===== config.mk =====
export PLATFORM = sky130hd
export DESIGN_NAME = inst_fetch
export DESIGN_NICKNAME = d
export VERILOG_FILES = /design/src/rtl/inst_fetch_pkg.sv /design/src/rtl/inst_fetch_icache.sv /design/src/rtl/inst_fetch.sv
export SDC_FILE = /design/constraint.sdc
export NUM_CORES = 2
export LEC_CHECK = 0
export ABC_CLOCK_PERIOD_IN_PS = 10060
export CORE_MARGIN = 4
export CORE_UTILIZATION = 40
export CTS_BUF_LIST = sky130_fd_sc_hd__clkbuf_8
export DETAILED_ROUTE_END_ITERATION = 8
export PLACE_DENSITY = 0.54
export SETUP_SLACK_MARGIN = 0.15
export SLEW_MARGIN = 20
export SYNTH_ARGS = -nofsm -noshare
export SYNTH_HDL_FRONTEND = slang
export SYNTH_HIERARCHICAL = 1
export SYNTH_SLANG_ARGS = --single-unit
export TNS_END_PERCENT = 100

===== constraint.sdc =====
create_clock -name clk -period 10.06 [get_ports clk]
set_input_delay 2.012 -clock clk [delete_from_list [all_inputs] [get_ports clk]]
set_output_delay 2.012 -clock clk [all_outputs]
set_load 0.1 [all_outputs]

===== src/rtl/inst_fetch_pkg.sv =====
// Shared types and constants for the instruction-fetch stage.
package inst_fetch_pkg;

    localparam int INST_ADDR_W = 32;
    localparam int INST_W      = 32;
    localparam int STALL_W     = 6;

    localparam logic [INST_W-1:0] ZERO_WORD = 32'h0000_0000;
    localparam logic              NO_STOP   = 1'b0;

    // Fetch FSM states.
    typedef enum logic [1:0] {
        IF_LOOKUP = 2'd0,
        IF_FETCH  = 2'd1,
        IF_HOLD   = 2'd2
    } if_state_e;

    // Instructions are word aligned; the low two bits of any redirect target are dropped.
    function automatic logic [INST_ADDR_W-1:0] word_align(input logic [INST_ADDR_W-1:0] addr);
        return {addr[INST_ADDR_W-1:2], 2'b00};
    endfunction

endpackage


===== src/rtl/inst_fetch_icache.sv =====
// Direct-mapped instruction cache, one 32-bit instruction per line.
// Lookup is combinational; a line write and the valid-bit clear are synchronous.
module inst_fetch_icache
    import inst_fetch_pkg::*;
#(
    parameter  int LINES = 64,
    localparam int IDX_W = $clog2(LINES),
    localparam int TAG_W = INST_ADDR_W - 2 - IDX_W
) (
    input  logic              clk,
    input  logic              rst,
    input  logic [IDX_W-1:0]  idx_i,
    input  logic [TAG_W-1:0]  tag_i,
    output logic              hit_o,
    output logic [INST_W-1:0] rd_data_o,
    input  logic              wr_en_i,
    input  logic [INST_W-1:0] wr_data_i
);

    logic [LINES-1:0] valid_q;
    logic [LINES-1:0] line_sel;
    logic [TAG_W-1:0]  tag_mem  [LINES];
    logic [INST_W-1:0] data_mem [LINES];

    // One-hot decode of the addressed line, used to set its valid bit.
    for (genvar gi = 0; gi < LINES; gi++) begin : g_line_sel
        assign line_sel[gi] = (idx_i == IDX_W'(gi));
    end

    // Valid bits: cleared by reset only, set when a line is filled.
    always_ff @(posedge clk) begin
        if (rst) begin
            valid_q <= '0;
        end else if (wr_en_i) begin
            valid_q <= valid_q | line_sel;
        end
    end

    // Tag and data arrays carry no reset; the valid bit qualifies them.
    always_ff @(posedge clk) begin
        if (wr_en_i) begin
            tag_mem[idx_i]  <= tag_i;
            data_mem[idx_i] <= wr_data_i;
        end
    end

    assign hit_o     = valid_q[idx_i] && (tag_mem[idx_i] == tag_i);
    assign rd_data_o = data_mem[idx_i];

endmodule


===== src/rtl/inst_fetch.sv =====
// Instruction-fetch stage: PC, cache lookup, byte-wise refill on a miss,
// and a one-entry hand-off to the IF/ID register with stall and redirect.
module inst_fetch
    import inst_fetch_pkg::*;
#(
    parameter int                     ICACHE_LINES = 64,
    parameter logic [INST_ADDR_W-1:0] RESET_PC     = 32'h0
) (
    input  logic                   clk,
    input  logic                   rst,
    input  logic [STALL_W-1:0]     stall_i,
    input  logic                   br_flag_i,
    input  logic [INST_ADDR_W-1:0] br_target_i,
    input  logic                   mem_gnt_i,
    input  logic                   mem_rvalid_i,
    input  logic [7:0]             mem_rdata_i,
    output logic                   mem_req_o,
    output logic [INST_ADDR_W-1:0] mem_addr_o,
    output logic                   if_flag_o,
    output logic                   if_first_o,
    output logic [INST_ADDR_W-1:0] if_pc_o,
    output logic [INST_W-1:0]      if_inst_o
);

    localparam int IDX_W = $clog2(ICACHE_LINES);
    localparam int TAG_W = INST_ADDR_W - 2 - IDX_W;

    if_state_e              state_q;
    logic [INST_ADDR_W-1:0] pc_q;
    logic                   first_q;
    logic [2:0]             req_cnt_q;
    logic [2:0]             rcv_cnt_q;
    logic [INST_W-1:0]      buf_q;
    logic                   mem_req_q;
    logic [INST_ADDR_W-1:0] mem_addr_q;
    logic                   if_flag_q;
    logic                   if_first_q;
    logic [INST_ADDR_W-1:0] if_pc_q;
    logic [INST_W-1:0]      if_inst_q;

    logic              cache_hit;
    logic [INST_W-1:0] cache_data;
    logic [INST_W-1:0] word_d;
    logic              transfer;
    logic              last_byte;
    logic              cache_wr_en;
    logic              unused_inputs;

    assign transfer    = if_flag_q && (stall_i[1] == NO_STOP);
    assign last_byte   = (state_q == IF_FETCH) && mem_rvalid_i && (rcv_cnt_q == 3'd3);
    // A redirect or reset in the completing cycle abandons the refill.
    assign cache_wr_en = last_byte && !br_flag_i && !rst;
    // Only stall[1] concerns this stage; target bits [1:0] are always replaced by zero.
    assign unused_inputs = ^{stall_i[STALL_W-1:2], stall_i[0], br_target_i[1:0]};

    inst_fetch_icache #(
        .LINES (ICACHE_LINES)
    ) u_icache (
        .clk       (clk),
        .rst       (rst),
        .idx_i     (pc_q[2 +: IDX_W]),
        .tag_i     (pc_q[INST_ADDR_W-1 -: TAG_W]),
        .hit_o     (cache_hit),
        .rd_data_o (cache_data),
        .wr_en_i   (cache_wr_en),
        .wr_data_i (word_d)
    );

    // Word being assembled with the incoming byte merged into its lane.
    always_comb begin
        word_d = buf_q;
        word_d[{rcv_cnt_q[1:0], 3'b000} +: 8] = mem_rdata_i;
    end

    // Fetch FSM: redirect outranks everything, then lookup / refill / hold.
    always_ff @(posedge clk) begin
        if (rst) begin
            state_q    <= IF_LOOKUP;
            pc_q       <= RESET_PC;
            first_q    <= 1'b1;
            req_cnt_q  <= 3'd0;
            rcv_cnt_q  <= 3'd0;
            buf_q      <= ZERO_WORD;
            mem_req_q  <= 1'b0;
            mem_addr_q <= '0;
            if_flag_q  <= 1'b0;
            if_first_q <= 1'b0;
            if_pc_q    <= '0;
            if_inst_q  <= ZERO_WORD;
        end else if (br_flag_i) begin
            pc_q       <= word_align(br_target_i);
            first_q    <= 1'b1;
            if_flag_q  <= 1'b0;
            if_first_q <= 1'b0;
            mem_req_q  <= 1'b0;
            req_cnt_q  <= 3'd0;
            rcv_cnt_q  <= 3'd0;
            state_q    <= IF_LOOKUP;
        end else begin
            case (state_q)
                IF_LOOKUP: begin
                    if (cache_hit) begin
                        if_flag_q  <= 1'b1;
                        if_first_q <= first_q;
                        if_pc_q    <= pc_q;
                        if_inst_q  <= cache_data;
                        state_q    <= IF_HOLD;
                    end else begin
                        req_cnt_q  <= 3'd0;
                        rcv_cnt_q  <= 3'd0;
                        mem_req_q  <= 1'b1;
                        mem_addr_q <= pc_q;
                        state_q    <= IF_FETCH;
                    end
                end
                IF_FETCH: begin
                    // Address advances only once the controller has taken it.
                    if (mem_req_q && mem_gnt_i) begin
                        req_cnt_q <= req_cnt_q + 3'd1;
                        if (req_cnt_q == 3'd3) begin
                            mem_req_q <= 1'b0;
                        end else begin
                            mem_addr_q <= pc_q + {29'd0, req_cnt_q + 3'd1};
                        end
                    end
                    if (mem_rvalid_i) begin
                        buf_q     <= word_d;
                        rcv_cnt_q <= rcv_cnt_q + 3'd1;
                        if (rcv_cnt_q == 3'd3) begin
                            if_flag_q  <= 1'b1;
                            if_first_q <= first_q;
                            if_pc_q    <= pc_q;
                            if_inst_q  <= word_d;
                            state_q    <= IF_HOLD;
                        end
                    end
                end
                IF_HOLD: begin
                    if (transfer) begin
                        pc_q       <= pc_q + 32'd4;
                        first_q    <= 1'b0;
                        if_flag_q  <= 1'b0;
                        if_first_q <= 1'b0;
                        state_q    <= IF_LOOKUP;
                    end
                end
                default: state_q <= IF_LOOKUP;
            endcase
        end
    end

    assign mem_req_o  = mem_req_q;
    assign mem_addr_o = mem_addr_q;
    assign if_flag_o  = if_flag_q;
    assign if_first_o = if_first_q;
    assign if_pc_o    = if_pc_q;
    assign if_inst_o  = if_inst_q;

endmodule

=== Yosys cells after proc, flatten, opt, wreduce, memory -nomap -nowiden ===
Memory sizes are Yosys's and may differ from the RTL's. A register that Yosys moved wholly into a read port is not among the register bits.
Cells that the tools add are included.
W data, S select, Z words.

* Output and inout port bits: 99
* Bits of input ports: 51
* Memories: 2
* Flip-flop bits (word level): 236
* Bits in writable memories: 3584

* Multiplexer cells: 47
* Add/sub/neg operators: 5
* Shifts and indexed selects: 2
* Reduce and logical (&&, ||, !) cells: 26
* Eq/ne operators: 76
* Order comparisons: 1
* Bitwise gates (word level): 3

{| class="wikitable"
|+ Memory list
! name !! depth !! bits a word !! read ports !! clocked after Yosys merged registers in !! write ports !! RTL line !! RTL
|-
| u_icache.data_mem || 64 || 32 || 1 || 1 || 1 || inst_fetch_icache.sv:23 || <nowiki>logic [INST_W-1:0] data_mem [LINES];</nowiki>
|-
| u_icache.tag_mem || 64 || 24 || 1 || 1 || 1 || inst_fetch_icache.sv:22 || <nowiki>logic [TAG_W-1:0] tag_mem [LINES];</nowiki>
|}

{| class="wikitable"
|+ Operator list
! kind !! count
|-
| $mux W32 || 12
|-
| $eq A6 B6 Y1 const B || 32
|-
| $pmux W32 S2 || 3
|-
| $eq A6 B5 Y1 const B || 16
|-
| $or A64 B64 Y64 || 1
|-
| $eq A6 B4 Y1 const B || 8
|-
| $add A32 B3 Y32 || 1
|-
| $add A32 B3 Y32 const B || 1
|-
| $bwmux W32 || 1
|-
| $shift A8 B7 Y32 const A || 1
|-
| $shiftx A8 B7 Y32 || 1
|-
| $eq A24 B24 Y1 || 1
|-
| $eq A6 B3 Y1 const B || 4
|-
| $mux W6 || 4
|-
| $reduce_and A5 Y1 || 3
|-
| $mux W1 || 13
|-
| $eq A6 B2 Y1 const B || 2
|-
| $pmux W3 S2 || 2
|-
| $reduce_and A3 Y1 || 4
|-
| $ne A2 B2 Y1 const B || 5
|-
| $mux W3 || 3
|-
| $mux W2 || 4
|-
| $logic_and A1 B1 Y1 || 7
|-
| $lt A6 B7 Y1 const B || 1
|-
| other kinds (20) || 30
|}

=== Longest topological paths before layout ===
* Depth after elaboration: 7
* Depth in mapped cells: 22
* Depth with buffers taken out: 14

=== Cells and area by module ===
Netlist, hierarchy kept.

{| class="wikitable"
|+ By module, submodules not included
! module !! area an instance (um2) !! cells each !! instances
|-
| inst_fetch_icache || 139476.3 || 5881 || 1
|-
| inst_fetch || 7890.1 || 988 || 1
|}

=== Worst setup path after synthesis ===
Ideal clock, no wire load.

* Kind: input port to flip-flop
* Start point: input br_flag_i
* End point: memory u_icache.data_mem[6][0], enable pin
* Cell stages on the path: 6
* Path slack: 0.917 ns
* Path buffers: 2
* Required time: 9.447 ns
* Arrival time: 8.530 ns
* Path through: or2_2 -> clkbuf_1 -> nor3_1 -> clkbuf_1 -> nand3_1 -> nor4_1

* Word-level cells in the longest chain between the ends: 5

{| class="wikitable"
|+ RTL lines
! what !! RTL line !! RTL
|-
| start: declaration || inst_fetch.sv:12 || <nowiki>input logic br_flag_i,</nowiki>
|-
| $logic_not A1 Y1 || inst_fetch.sv:52 || <nowiki>assign cache_wr_en = last_byte && !br_flag_i && !rst;</nowiki>
|-
| $logic_and A1 B1 Y1 (2 in series) || inst_fetch.sv:52 ||
|-
| named net cache_wr_en || inst_fetch.sv:46 || <nowiki>logic cache_wr_en;</nowiki>
|-
| $mux W1 || inst_fetch_icache.sv:41 || <nowiki>if (wr_en_i) begin</nowiki>
|-
| $mux W1 (not written as such) || inst_fetch_icache.sv:43 || <nowiki>data_mem[idx_i] <= wr_data_i;</nowiki>
|-
| end: declaration || inst_fetch_icache.sv:23 ||
|}

The timed path passes the listed nets, and every way through them passes these cells.

=== Worst setup path in the final report ===
* Start point: register pc_q[5]
* End point: register if_inst_q[25], in the netlist if_inst_o[25]

* Word-level cells in the longest chain between the ends: 5

{| class="wikitable"
|+ RTL lines
! what !! RTL line !! RTL
|-
| start: declaration || inst_fetch.sv:29 || <nowiki>logic [INST_ADDR_W-1:0] pc_q;</nowiki>
|-
| start signal: assignment || inst_fetch.sv:91 || <nowiki>pc_q <= word_align(br_target_i);</nowiki>
|-
| start signal: assignment || inst_fetch.sv:140 || <nowiki>pc_q <= pc_q + 32'd4;</nowiki>
|-
| $bmux W1 S6 || inst_fetch_icache.sv:47 || <nowiki>assign hit_o = valid_q[idx_i] && (tag_mem[idx_i] == tag_i);</nowiki>
|-
| $mux W1 (not written as such) || inst_fetch_icache.sv:47 ||
|-
| $logic_and A1 B1 Y1 || inst_fetch_icache.sv:47 ||
|-
| named net cache_hit || inst_fetch.sv:41 || <nowiki>logic cache_hit;</nowiki>
|-
| $ne A2 B2 Y1 (no source line) || n/a ||
|-
| $reduce_and A5 Y1 (no source line) || n/a ||
|-
| end signal: assignment || inst_fetch.sv:106 || <nowiki>if_inst_q <= cache_data;</nowiki>
|-
| end signal: assignment || inst_fetch.sv:133 || <nowiki>if_inst_q <= word_d;</nowiki>
|-
| end: declaration || inst_fetch.sv:39 || <nowiki>logic [INST_W-1:0] if_inst_q;</nowiki>
|}

The timed path passes the listed nets, and every way through them passes these cells. The select of a mux whose other input is x is not followed.
A chain may end at the register's enable or synchronous reset.

==> results.md <==
- Crit-path max FO: 59
- GPL Wtd Cong: 0.804
- Die width: 615 um
- Maximum clock path buffer count: 4
- Setup CP Type: register to register
- Seq cells post-synth: 3816
- I/O Pins: 150
- Final setup TNS: 0 ns
- Async SR Flop Fraction: 0%
- Slowest stage cell, crit path: nor4_1
- Pre-CTS setup slack: 3.31 ns
- Total GRT Usage: 22.3%
- Core area: 366000 um^2
- CP Cell Sequence: buf_12, buf_4, nand2b_1, o22ai_1, nor4_1, xnor2_1, a31o_2, nand4_1, or3_1, a2111oi_2, buf_4, nor2b_1, o21bai_1, nor2_4, buf_4, o211ai_1, a21oi_1
- Routed WL per cell: 33.6 um
- HP Class: register to register
- Final Critical Period: 6.88 ns
- Sequential-to-total area share from yosys stat: 76.2%
- Total Power: 31.1 mW
- Largest net degree at the start of global routing: 95
- Fin. Hold Viols: 0
- Share of power burned in registers: 56.1%
- Routed WL: 430000 um
- DP HPWL: 230000 um
- Net Switching: 7.14 mW
- Crit path top cell by count: buf_4
- Post-CTS sizing: 0
- Post-synth top area share: 73.0%
- EDFF count, synth: 3584
- Hold Path Cell Cnt: 1
- Post-CTS setup buffers: 0
- Run status: complete, no violations
- Post-Syn Area per Cell: 21.5 um^2
- Leak Pwr: 49.6 nW
- Placed insts: 11700
- CP max stage delay: 1.00 ns
- FF-to-FF path depth: 17
- Layout Cells excl Fill: 12800
- Final Setup Violations: 0
- Post-Syn Area: 147000 um^2
- Post-route clock skew: 0.0757 ns
- Via count: 75200
- Vias per cell: 5.88
- Die extent in y: 615 um
- CP bufs+invs: 4
- Crit path required time: 11.14 ns
- Logic gate share of total power: 5.0%
- Max-slew headroom: 18.5%
- WP depth: 17
- PortBufs: 140
- Vias in the first global route: 76100
- Power density cells: 187 nW/um^2
- Yosys cell types: 98
- TritonCTS clock tree: yes
- Max-Cap Viols: 0
- Pre-antenna DRT Iters: 6
- Slew @ Worst Pin: 1.22 ns
- GRT overflow: 0
- Final slew viol count: 0
- Critical path startpoint category: register
- Syn-to-layout area delta: 13.1%
- Clock root cell: clkbuf_8
- Top cells by area, synth: edfxtp_1 (73%), mux4_2 (15%), dfxtp_1 (3.2%), mux2i_1 (1.2%), nor2_1 (0.81%)
- Cells after Synth: 6869
- Synth warn: 6
- Layout cells sized above 1: 27.5%
- Row count: 222
- Crit end category: register
- Final #Nets: 7570
- CTS clk-pin slew, worst paths: 0.06 ns
- Largest area contributor in the netlist: edfxtp_1
- # H-tree levels: 6
- Worst Path Arrival: 7.96 ns
- VDD IR max: 0.123 mV
- Skew-Pair Late Insertion Delay: 1.19 ns
- Fill cells: 30800
- Drt initial violations: 8785
- FMAX: 0.145 GHz
- Crit share post-route: 68.4%
- Drt drc: 0
- Clk sinks: 3816
- Clk pwr share: 38.9%
- Initial antenna violation count: 17
- CP top delay family: simple AND/OR/NAND/NOR gates
- Post-route ant nets: 0
- Main synth FF type: edfxtp_1
- Internal Power: 24.0 mW
- Num CTS Buffers: 610
- Starting density of the core: 40.2%
- Setup ws final: 3.18 ns
- Switch share: 22.9%
- First-pass GRT wire length: 599000 um
- Die area: 378000 um^2
- RSZ-0062 raised after global routing: false
- # hold bufs at CTS: 0
cells by family (layout without fill, tap and decap cells):
| logic type | after synthesis | after routing | share of synthesized area, % |
|---|---|---|---|
| compound gates | 505 | 505 | 2.36 |
| mux | 1200 | 1200 | 16.7 |
| flops | 3816 | 3816 | 76.2 |
| xor+xnor | 79 | 79 | 0.470 |
| buf+inv | 441 | 1534 | 1.54 |
| other cells | 1 | 17 | 0.00254 |
| simple gates | 816 | 816 | 2.60 |
| fa+ha+maj | 11 | 11 | 0.0934 |
power by group through the flow:
| stage | registers [mW] | logic (mW) | clock network, mW |
|---|---|---|---|
| after floorplan | 17.9 | 0.916 | 0 |
| after CTS | 17.5 | 1.57 | 12.4 |
| after detailed placement | 17.8 | 1.56 | 0 |
| after global routing | 17.5 | 1.64 | 13.1 |
| final | 17.5 | 1.56 | 12.1 |
| after global placement | 17.8 | 1.54 | 0 |
worst reg2reg max path: stages (launching register included):
cell and delay [ns]:
dfxtp_4 0.85, buf_12 0.52, buf_4 0.55, nand2b_1 0.38
o22ai_1 0.22, nor4_1 1.00, xnor2_1 0.24, a31o_2 0.19
nand4_1 0.16, or3_1 0.39, a2111oi_2 0.37, buf_4 0.24
nor2b_1 0.20, o21bai_1 0.19, nor2_4 0.46, buf_4 0.47
o211ai_1 0.19, a21oi_1 0.18
Yosys cell counts, drive strengths merged (14+ instances only):
cell type and count:
nor2 319, o22ai 38, nor2b 56, inv 47, mux4 1011, xnor2 59, nor3 28, and3 17
nor4 24, edfxtp 3584, o21ai 24, a22oi 71, nand2b 15, a21oi 138, a31oi 14, a221oi 18
o211ai 34, nand3 45, xor2 20, nand4 24, nand2 231, a211oi 98, clkbuf 182, mux2i 179
buf 210, dfxtp 232
layout by cell type, fill, tap and decap left out, types with 38 or more instances in the layout:
cell                n
a211oi_1           98
a21oi_1           138
a22oi_1            71
buf_4             256
clkbuf_8          642
clkdlybuf4s50_1   139
clkinv_1          119
clkinv_2           53
dfxtp_1           202
edfxtp_1         3584
inv_1             248
mux2i_1           179
mux4_2           1009
nand2_1           229
nand3_1            43
nor2_1            260
nor2_4             58
nor2b_1            52
o22ai_1            38
xnor2_1            59
worst paths after layout:
check / from / to / slack, ns
worst max register to register: pc_q[5] / if_inst_o[25] / 3.18
worst max-delay path: pc_q[5] / if_inst_o[25] / 3.18
worst min register to register: first_q / first_q / 0.46
worst min-delay path: first_q / first_q / 0.46
sequential cells by signal, indices dropped and copies added (netlist names):
register and flops:
buf_q 32, first_q 1, if_first_o 1, if_flag_o 1, if_inst_o 32, if_pc_o 30
mem_addr_o 32, mem_req_o 1, pc_q 30, rcv_cnt_q 3, req_cnt_q 3, state_q 2
u_icache/data_mem 2048, u_icache/tag_mem 1536, u_icache/valid_q 64
per-stage QoR:
| step | cell area [um^2] | hold WS (ns) | utilization (%) |
|---|---|---|---|
| 3_3_place_gp | 156000 | 0.441 | 42.4 |
| 2_1_floorplan | 147000 | 0.426 | - |
| 5_1_grt | 167000 | 0.478 | 45.5 |
| 3_5_place_dp | 156000 | 0.451 | 42.5 |
| 6_report | 167000 | 0.459 | 45.5 |
| 4_1_cts | 167000 | 0.461 | 45.5 |
area by class of cell:
type	instances	area (um^2)	share of cell area, %
Clock inverter	426	2030	1.22
Clock buffer	641	8820	5.30
Sequential cell	3816	112000	67.4
Inverter	48	185	0.111
Timing Repair Buffer	419	3820	2.30
Tap cell	4816	6030	3.62
Antenna cell	15	37.5	0.0225
Multi-Input combinational cell	2613	33400	20.0
metal layers:
metal	vias up	share of wire [%]	global-route usage (%)
met2	3360	48	35.8
li1	30100	-	-
met1	41000	42	31.4
met5	-	0.0030	0
met3	713	7.2	3.63
met4	2	3.2	7.11
Note: power is estimated with default switching activity, not from simulation.
